==> src/rtl/pipe_hazard_sb_pkg.sv <==
// rtl/pipe_hazard_sb_pkg.sv - shared constants for the ID-stage hazard scoreboard
package pipe_hazard_sb_pkg;

    localparam int SB_RN_W       = 5;
    localparam int SB_FWD_STAGES = 3;
    localparam int FWD_RF        = 0;

    // Queue entry layout is {we, num[RN_W-1:0], load}; an all-zero entry is a bubble.
    localparam logic [SB_RN_W+1:0] SB_BUBBLE = '0;

    function automatic int fs_width(input int stages);
        return $clog2(stages + 1);
    endfunction

endpackage

==> src/rtl/pipe_sb_entry_q.sv <==
// rtl/pipe_sb_entry_q.sv - shift queue of in-flight destination entries (EXE..WB)
module pipe_sb_entry_q #(
    parameter int             W      = 7,
    parameter int             DEPTH  = 3,
    parameter logic [W-1:0]   BUBBLE = '0
) (
    input  logic                      clk,
    input  logic                      clr,
    input  logic [W-1:0]              din,
    output logic [DEPTH-1:0][W-1:0]   q
);

    always_ff @(posedge clk or posedge clr) begin
        if (clr) begin
            q <= {DEPTH{BUBBLE}};
        end else begin
            q[0] <= din;
            for (int k = 1; k < DEPTH; k++) begin
                q[k] <= q[k-1];
            end
        end
    end

endmodule

==> src/rtl/pipe_hazard_sb.sv <==
// rtl/pipe_hazard_sb.sv - forwarding selects, load-use and mul/div interlocks, stall counter
module pipe_hazard_sb
    import pipe_hazard_sb_pkg::*;
#(
    parameter int RN_W       = SB_RN_W,
    parameter int FWD_STAGES = SB_FWD_STAGES,
    parameter int LOAD_READY = 1,
    parameter int MD_LAT     = 4,
    parameter int CNT_W      = 16,
    localparam int FS_W      = fs_width(FWD_STAGES)
) (
    input  logic              clk,
    input  logic              clr,
    input  logic              id_valid,
    input  logic [RN_W-1:0]   id_rs,
    input  logic [RN_W-1:0]   id_rt,
    input  logic              id_use_rs,
    input  logic              id_use_rt,
    input  logic              id_reg_we,
    input  logic [RN_W-1:0]   id_reg_w_num,
    input  logic              id_is_load,
    input  logic              id_md_start,
    input  logic [RN_W-1:0]   id_md_dst,
    input  logic              flush,
    output logic [FS_W-1:0]   fwda,
    output logic [FS_W-1:0]   fwdb,
    output logic              nostall,
    output logic              md_busy,
    output logic              md_wb_valid,
    output logic [RN_W-1:0]   md_wb_num,
    output logic [CNT_W-1:0]  stall_cnt
);

    localparam int EW   = RN_W + 2;
    localparam int MC_W = $clog2(MD_LAT);
    localparam logic [EW-1:0] BUBBLE = EW'(SB_BUBBLE);

    logic [FWD_STAGES-1:0][EW-1:0] ent;
    logic [EW-1:0]   ent_in;
    logic            rs_early_load, rt_early_load;
    logic            load_use, md_stall, accept;
    logic [MC_W-1:0] md_cnt;
    logic [RN_W-1:0] md_dst;

    pipe_sb_entry_q #(.W(EW), .DEPTH(FWD_STAGES), .BUBBLE(BUBBLE)) u_entry_q (
        .clk (clk),
        .clr (clr),
        .din (ent_in),
        .q   (ent)
    );

    // Scan oldest to youngest so the youngest match is the last one assigned.
    always_comb begin
        fwda          = FS_W'(FWD_RF);
        fwdb          = FS_W'(FWD_RF);
        rs_early_load = 1'b0;
        rt_early_load = 1'b0;
        for (int k = FWD_STAGES - 1; k >= 0; k--) begin
            if (ent[k][EW-1] && ent[k][RN_W:1] == id_rs && id_rs != '0) begin
                fwda          = FS_W'(k + 1);
                rs_early_load = ent[k][0] && (k < LOAD_READY);
            end
            if (ent[k][EW-1] && ent[k][RN_W:1] == id_rt && id_rt != '0) begin
                fwdb          = FS_W'(k + 1);
                rt_early_load = ent[k][0] && (k < LOAD_READY);
            end
        end
    end

    always_comb begin
        load_use = (id_use_rs & rs_early_load) | (id_use_rt & rt_early_load);
        md_stall = md_busy & (id_md_start |
                   ((md_dst != '0) & ((id_use_rs & (id_rs == md_dst)) |
                                      (id_use_rt & (id_rt == md_dst)) |
                                      (id_reg_we & (id_reg_w_num == md_dst)))));
        nostall  = ~(id_valid & ~flush & (load_use | md_stall));
        accept   = id_valid & nostall & ~flush;
        ent_in   = accept ? {id_reg_we, id_reg_w_num, id_is_load} : BUBBLE;
    end

    // The write-back pulse fires on the edge where the countdown leaves 1.
    always_ff @(posedge clk or posedge clr) begin
        if (clr) begin
            md_cnt      <= '0;
            md_dst      <= '0;
            md_busy     <= 1'b0;
            md_wb_valid <= 1'b0;
            md_wb_num   <= '0;
        end else begin
            md_wb_valid <= 1'b0;
            if (accept && id_md_start) begin
                md_cnt  <= MC_W'(MD_LAT - 1);
                md_dst  <= id_md_dst;
                md_busy <= 1'b1;
            end else if (md_busy) begin
                md_cnt <= md_cnt - 1'b1;
                if (md_cnt == MC_W'(1)) begin
                    md_busy     <= 1'b0;
                    md_wb_valid <= 1'b1;
                    md_wb_num   <= md_dst;
                end
            end
        end
    end

    always_ff @(posedge clk or posedge clr) begin
        if (clr) begin
            stall_cnt <= '0;
        end else if (!nostall && stall_cnt != '1) begin
            stall_cnt <= stall_cnt + 1'b1;
        end
    end

endmodule

==> config.mk <==
export PLATFORM = sky130hd
export DESIGN_NAME = pipe_hazard_sb
export DESIGN_NICKNAME = d
export VERILOG_FILES = /design/src/rtl/pipe_hazard_sb_pkg.sv /design/src/rtl/pipe_sb_entry_q.sv /design/src/rtl/pipe_hazard_sb.sv
export SDC_FILE = /design/constraint.sdc
export NUM_CORES = 1
export LEC_CHECK = 0
export CAP_MARGIN = 20
export CORE_MARGIN = 2
export CORE_UTILIZATION = 50
export DETAILED_ROUTE_END_ITERATION = 12
export GPL_ROUTABILITY_DRIVEN = 0
export PLACE_DENSITY = 0.89
export SYNTH_ARGS = -nofsm -noshare
export SYNTH_HDL_FRONTEND = slang
export SYNTH_SLANG_ARGS = --single-unit
export TNS_END_PERCENT = 5
==> constraint.sdc <==
create_clock -name clk -period 6 [get_ports clk]
set_input_delay 1.8 -clock clk [delete_from_list [all_inputs] [get_ports clk]]
set_output_delay 1.8 -clock clk [all_outputs]
set_load 0.02 [all_outputs]
After elaboration in Yosys (flattened, before gate mapping)
Index checks and enable logic that the tools add are counted.

Input port bits: 29. Logic and storage cells: 77. Register bits after elaboration: 51. Output and inout bits: 28.

Reductions and logical operators: 19. Bitwise operators: 19. Add/sub/neg operators: 2. Equality and inequality tests: 11. Muxes and demuxes: 17.

Operators by type and width (count): 5-bit equality test (9); 16-bit by 1-bit adder with 16-bit output, second input constant (1); 2-bit two-way mux (8); 16-bit != test, second input constant (1); 5-bit nonzero test (3); 1-bit logical AND (14); 1-bit AND (11); 1-bit two-way mux (8); 7-bit two-way mux (1); 1-bit OR (5); 1-bit inverter (3); 3-bit AND reduction (1); 2-bit by 1-bit equality test with 1-bit output, second input constant (1); 2-bit nonzero test (1); 2-bit by 1-bit subtractor with 2-bit output, second input constant (1).

Logic depth before layout (Yosys ltp)
Depth after elaboration: 15. Depth in mapped cells: 9. Depth with buffers taken out: 7.

By module
Synthesis repeated with hierarchy kept, for this count alone.

Cell total of the unflattened synthesis: 236. Area total of the unflattened synthesis: 2606.2 um^2.

Modules (own cells, without submodules): pipe_hazard_sb (times used 1, cells each 214, sequential area each 750.7 um^2, area each 2077.0 um^2); pipe_sb_entry_q (times used 1, cells each 22, sequential area each 525.5 um^2, area each 529.3 um^2).

Worst setup path after synthesis
Ideal clock, no wire load.

Path type: in2out. Start: input port id_rs[2]. End: output port nostall. Setup slack: 0.448 ns. Data arrival time: 3.752 ns. Data required time: 4.200 ns. Stages on the path: 8. Path buffers: 2. Cell sequence: buf_2 > or4_4 > nor2_4 > nor3_2 > a32o_2 > a311oi_4 > clkbuf_2 > nand2b_1.

Word-level cells in the longest chain between the ends: 10. Elaborated cells on any way between the ends: 17. Those cells by class: eq/ne (2); mux (1); bitwise (11); reduce/logical (3).

RTL lines: start, declared (RTL line pipe_hazard_sb.sv:15) `input logic [RN_W-1:0] id_rs,`; 5-bit equality test (RTL line pipe_hazard_sb.sv:73) `((md_dst != '0) & ((id_use_rs & (id_rs == md_dst)) |`; 1-bit AND (RTL line pipe_hazard_sb.sv:73); 1-bit OR (RTL line pipe_hazard_sb.sv:73); 1-bit OR (RTL line pipe_hazard_sb.sv:74) `(id_use_rt & (id_rt == md_dst)) |`; 1-bit AND (RTL line pipe_hazard_sb.sv:73); 1-bit OR (RTL line pipe_hazard_sb.sv:72) `md_stall = md_busy & (id_md_start |`; 1-bit AND (RTL line pipe_hazard_sb.sv:72); 1-bit OR (*) (RTL line pipe_hazard_sb.sv:76) `nostall = ~(id_valid & ~flush & (load_use | md_stall));`; 1-bit AND (*) (RTL line pipe_hazard_sb.sv:76); 1-bit inverter (*) (RTL line pipe_hazard_sb.sv:76); end, declared (RTL line pipe_hazard_sb.sv:27) `output logic nostall,`.

Every way passes the cells marked *; elsewhere a longest branch is shown, timed or not.

Final worst setup path
Start: input port id_rs[1]. End: output port nostall.

Same word-level chain as after synthesis.

==> results.py <==
metrics = {
    "outcome": {
        "run_status": "completed",
    },
    "critical_path": {
        "cp-startpoint": "id_rs[1]",
        "cp.required_ps": 4200,
        "arrival_ps": 4020,
        "reg2reg_to": "stall_cnt[1]",
        "r2r_slack_ps": 3360,
        "startpoint_type": "input pin",
        "reg2reg_depth": 7,
        "worst-setup-path-type": "in -> out",
        "rr_startpoint": "stall_cnt[2]",
        "crit_path_end_kind": "primary output",
        "endpoint": "nostall",
        "crit_fanout": 3,
    },
    "drt": {
        "routedWlPerCell_um": 15.50,
        "drc": 0,
        "routed_via_density": 5.275,
        "dr_total_vias": 1915,
        "first_pass_iters": 6,
        "final_antenna_net_count": 0,
        "wl_um": 5628,
        "drt_iter0_drc": 120,
    },
    "placed_design": {
        "dp_cells": 354,
        "io_buffers": 56,
        "post-dp-hpwl_um": 4201,
        "dp_slack_ps": -90.25,
    },
    "yosys": {
        "synth_top_area_share": 0.4764,
        "synth_top_area_cell": "dfrtp_1",
        "synth_compound_area_frac": 0.02771,
        "synth_cell_types": 39,
        "synth-seq-area-share": 0.4764,
        "syn_avg_cell_area_um2": 10.95,
        "syn_area_um2": 2574,
        "synth_xor_area_frac": 0.2076,
        "ys_seq_elements": 49,
        "synth_top_family_by_area": "XOR/XNOR gates",
        "async_flop_share": 1.000,
        "ys.flop_type": "dfrtp_1",
        "synth_mux_area_frac": 0.05542,
        "netlist_instances": 235,
        "synth-simple-area-share": 0.1784,
        "synthAdderAreaFrac": 0.009723,
        "synth_nets": 266,
        "synth_edf_count": 0,
        "synth_area_leaders": "dfrtp_1 48%, xor2_1 12%, xnor2_1 8.5%",
        "yosys_warnings": 0,
    },
    "cells_and_area": {
        "fill_cells": 385,
        "multiInputGateArea_um2": 1232,
        "nets": 323,
        "area_growth_pct": 29.90,
        "final_cell_mix": "55 x clkdlybuf4s50_1, 49 x dfrtp_1, 36 x xor2_1, 25 x xnor2_1, 13 x buf_4",
        "layout_commonest_cell": "clkdlybuf4s50_1",
        "ff_latch_area_um2": 1226,
        "fin_cells": 363,
        "final_core_util": 0.6630,
        "n_antenna_cell": 0,
        "drive_above_1_share": 0.1399,
    },
    "global_route": {
        "grt.busiest_layer": "met2",
        "antenna_found_initial": 0,
        "globalRouteMet1Util": 0.2727,
        "grt_pass1_wl_um": 9218,
        "grtUsageMet2": 0.3554,
        "grt_pass1_vias": 1965,
        "grt_max_degree": 50,
        "met3_usage": 0.05159,
        "grt-ovfl-total": 0,
        "grt_usage": 0.2177,
    },
    "power_and_ir_drop": {
        "power.density_nw_per_um2": 302.8,
        "seqPwrFrac": 0.465,
        "internal_power_uw": 657.9,
        "switchingPower_uw": 354.4,
        "power_frac_clock": 0.203,
        "switching_share": 0.3501,
        "p_leak_nw": 1.506,
        "p_comb_frac": 0.332,
        "peakVddDrop_v": 0.0001922,
    },
    "sta": {
        "fin_skew_ps": 9.850,
        "setup_ws_ps": 183.3,
        "worst_slew_pin_slew_ps": 1023,
        "report.final.slew_viol_count": 0,
        "setup_viol": 0,
        "rsz0062_at_grt": "false",
        "fin_crit_sh": 0.9694,
        "hold_violations": 0,
        "max_freq_ghz": 0.1719,
        "min_period_ps": 5817,
        "slew_headroom": 0.3136,
    },
    "floorplan": {
        "rows": 26,
        "ios": 57,
        "core_area_um2": 5042,
        "start_util": 0.5104,
        "die_h_um": 75.75,
        "die_x_um": 75.75,
        "die-area_um2": 5737,
    },
    "cts": {
        "cts.sinks": 49,
        "cts_tree": "built",
        "clk_latency_ps": 310,
        "postCtsSetupRepairBufs": 0,
        "cts.path.max_buffers": 2,
        "cts_max_level": 2,
        "clk_pin_slew_ps": 100,
        "root_buffer": "clkbuf_8",
        "cts_buffers": 5,
    },
    "min_path": {
        "hold_path_class": "reg -> reg",
    },
    "flow_run": {
        "drv_cap": 0,
    },
}
power by group through the flow:
| stage | clock network [mW] | logic (mW) | registers (mW) |
|---|---|---|---|
| final | 0.206 | 0.336 | 0.470 |
| after global routing | 0.225 | 0.363 | 0.480 |
| after CTS | 0.211 | 0.337 | 0.470 |
| after detailed placement | 0 | 0.336 | 0.474 |
| after global placement | 0 | 0.323 | 0.469 |
| after floorplan | 0 | 0.203 | 0.472 |
synth_stat cells (2+ instances only):
cell type,n
dfrtp_1,49
xor2_1,36
xnor2_1,25
clkbuf_1,14
nor4_1,12
nand3_1,11
and3_1,8
nand2_1,8
nand4_1,8
nor2_1,8
nor3_1,7
inv_1,6
mux2_2,6
mux2_4,5
o21ai_0,3
buf_4,2
ha_1,2
nand2b_1,2
nor2b_1,2
or4_1,2
worst max-delay path, stage by stage:
cell	delay [ps]
clkdlybuf4s50_1	430
or4_4	560
nor2_4	130
nor3_2	70
a32o_2	280
a311oi_4	290
nand2b_1	140
dlygate4sd2_1	320
timing repair:
item / CTS / global route
gates resized for setup: 1 / 0
setup endpoints to repair: 1 / 0
hold buffers: 0 / 0
routing by layer:
layer  wire length [µm]  vias up
li1                   -      909
met1               2297      928
met2               2848       61
met3                304       17
met4                178        0
met5                  0        -
layout make-up:
cell class                      count  share of cell area
Tap cell                           70             0.02620
Sequential cell                    49              0.3668
Inverter                            6            0.006737
Timing Repair Buffer               70              0.2025
Clock buffer                        5             0.02058
Clock inverter                      3            0.008608
Multi-Input combinational cell    160              0.3686
sequential cells by signal, indices dropped and copies added, names as in the netlist:
name and cells:
md_busy 1, md_cnt 2, md_dst 5, md_wb_num 5, md_wb_valid 1, stall_cnt 16, u_entry_q.q 19
cells by family (layout without fill, tap and decap cells):
family          count (synthesis)  count (layout)
flops                          49              49
compound gates                  8               8
buf+inv                        26              84
xor+xnor                       61              61
simple gates                   78              78
mux                            11              11
fa+ha+maj                       2               2
metrics by stage:
stage / TNS [ps] / hold slack [ps] / cell area (µm²) / power (mW)
floorplan: 0 / 373.2 / 2574 / 0.6744
global placement: -87.49 / 382.9 / 3227 / 0.7923
detailed placement: -90.25 / 395.6 / 3227 / 0.8101
CTS: 0 / 418.8 / 3323 / 1.018
global route: 0 / 445.7 / 3343 / 1.068
finish: 0 / 421.5 / 3343 / 1.012
worst min path at each step:
stage	startpoint	endpoint	cells after the start
after floorplan	u_entry_q.q[13]	u_entry_q.q[20]	0
after global placement	u_entry_q.q[13]	u_entry_q.q[20]	0
after detailed placement	u_entry_q.q[13]	u_entry_q.q[20]	0
after CTS	u_entry_q.q[13]	u_entry_q.q[20]	0
after global routing	u_entry_q.q[13]	u_entry_q.q[20]	0
final	u_entry_q.q[13]	u_entry_q.q[20]	0
(Power assumes the default switching activity.)
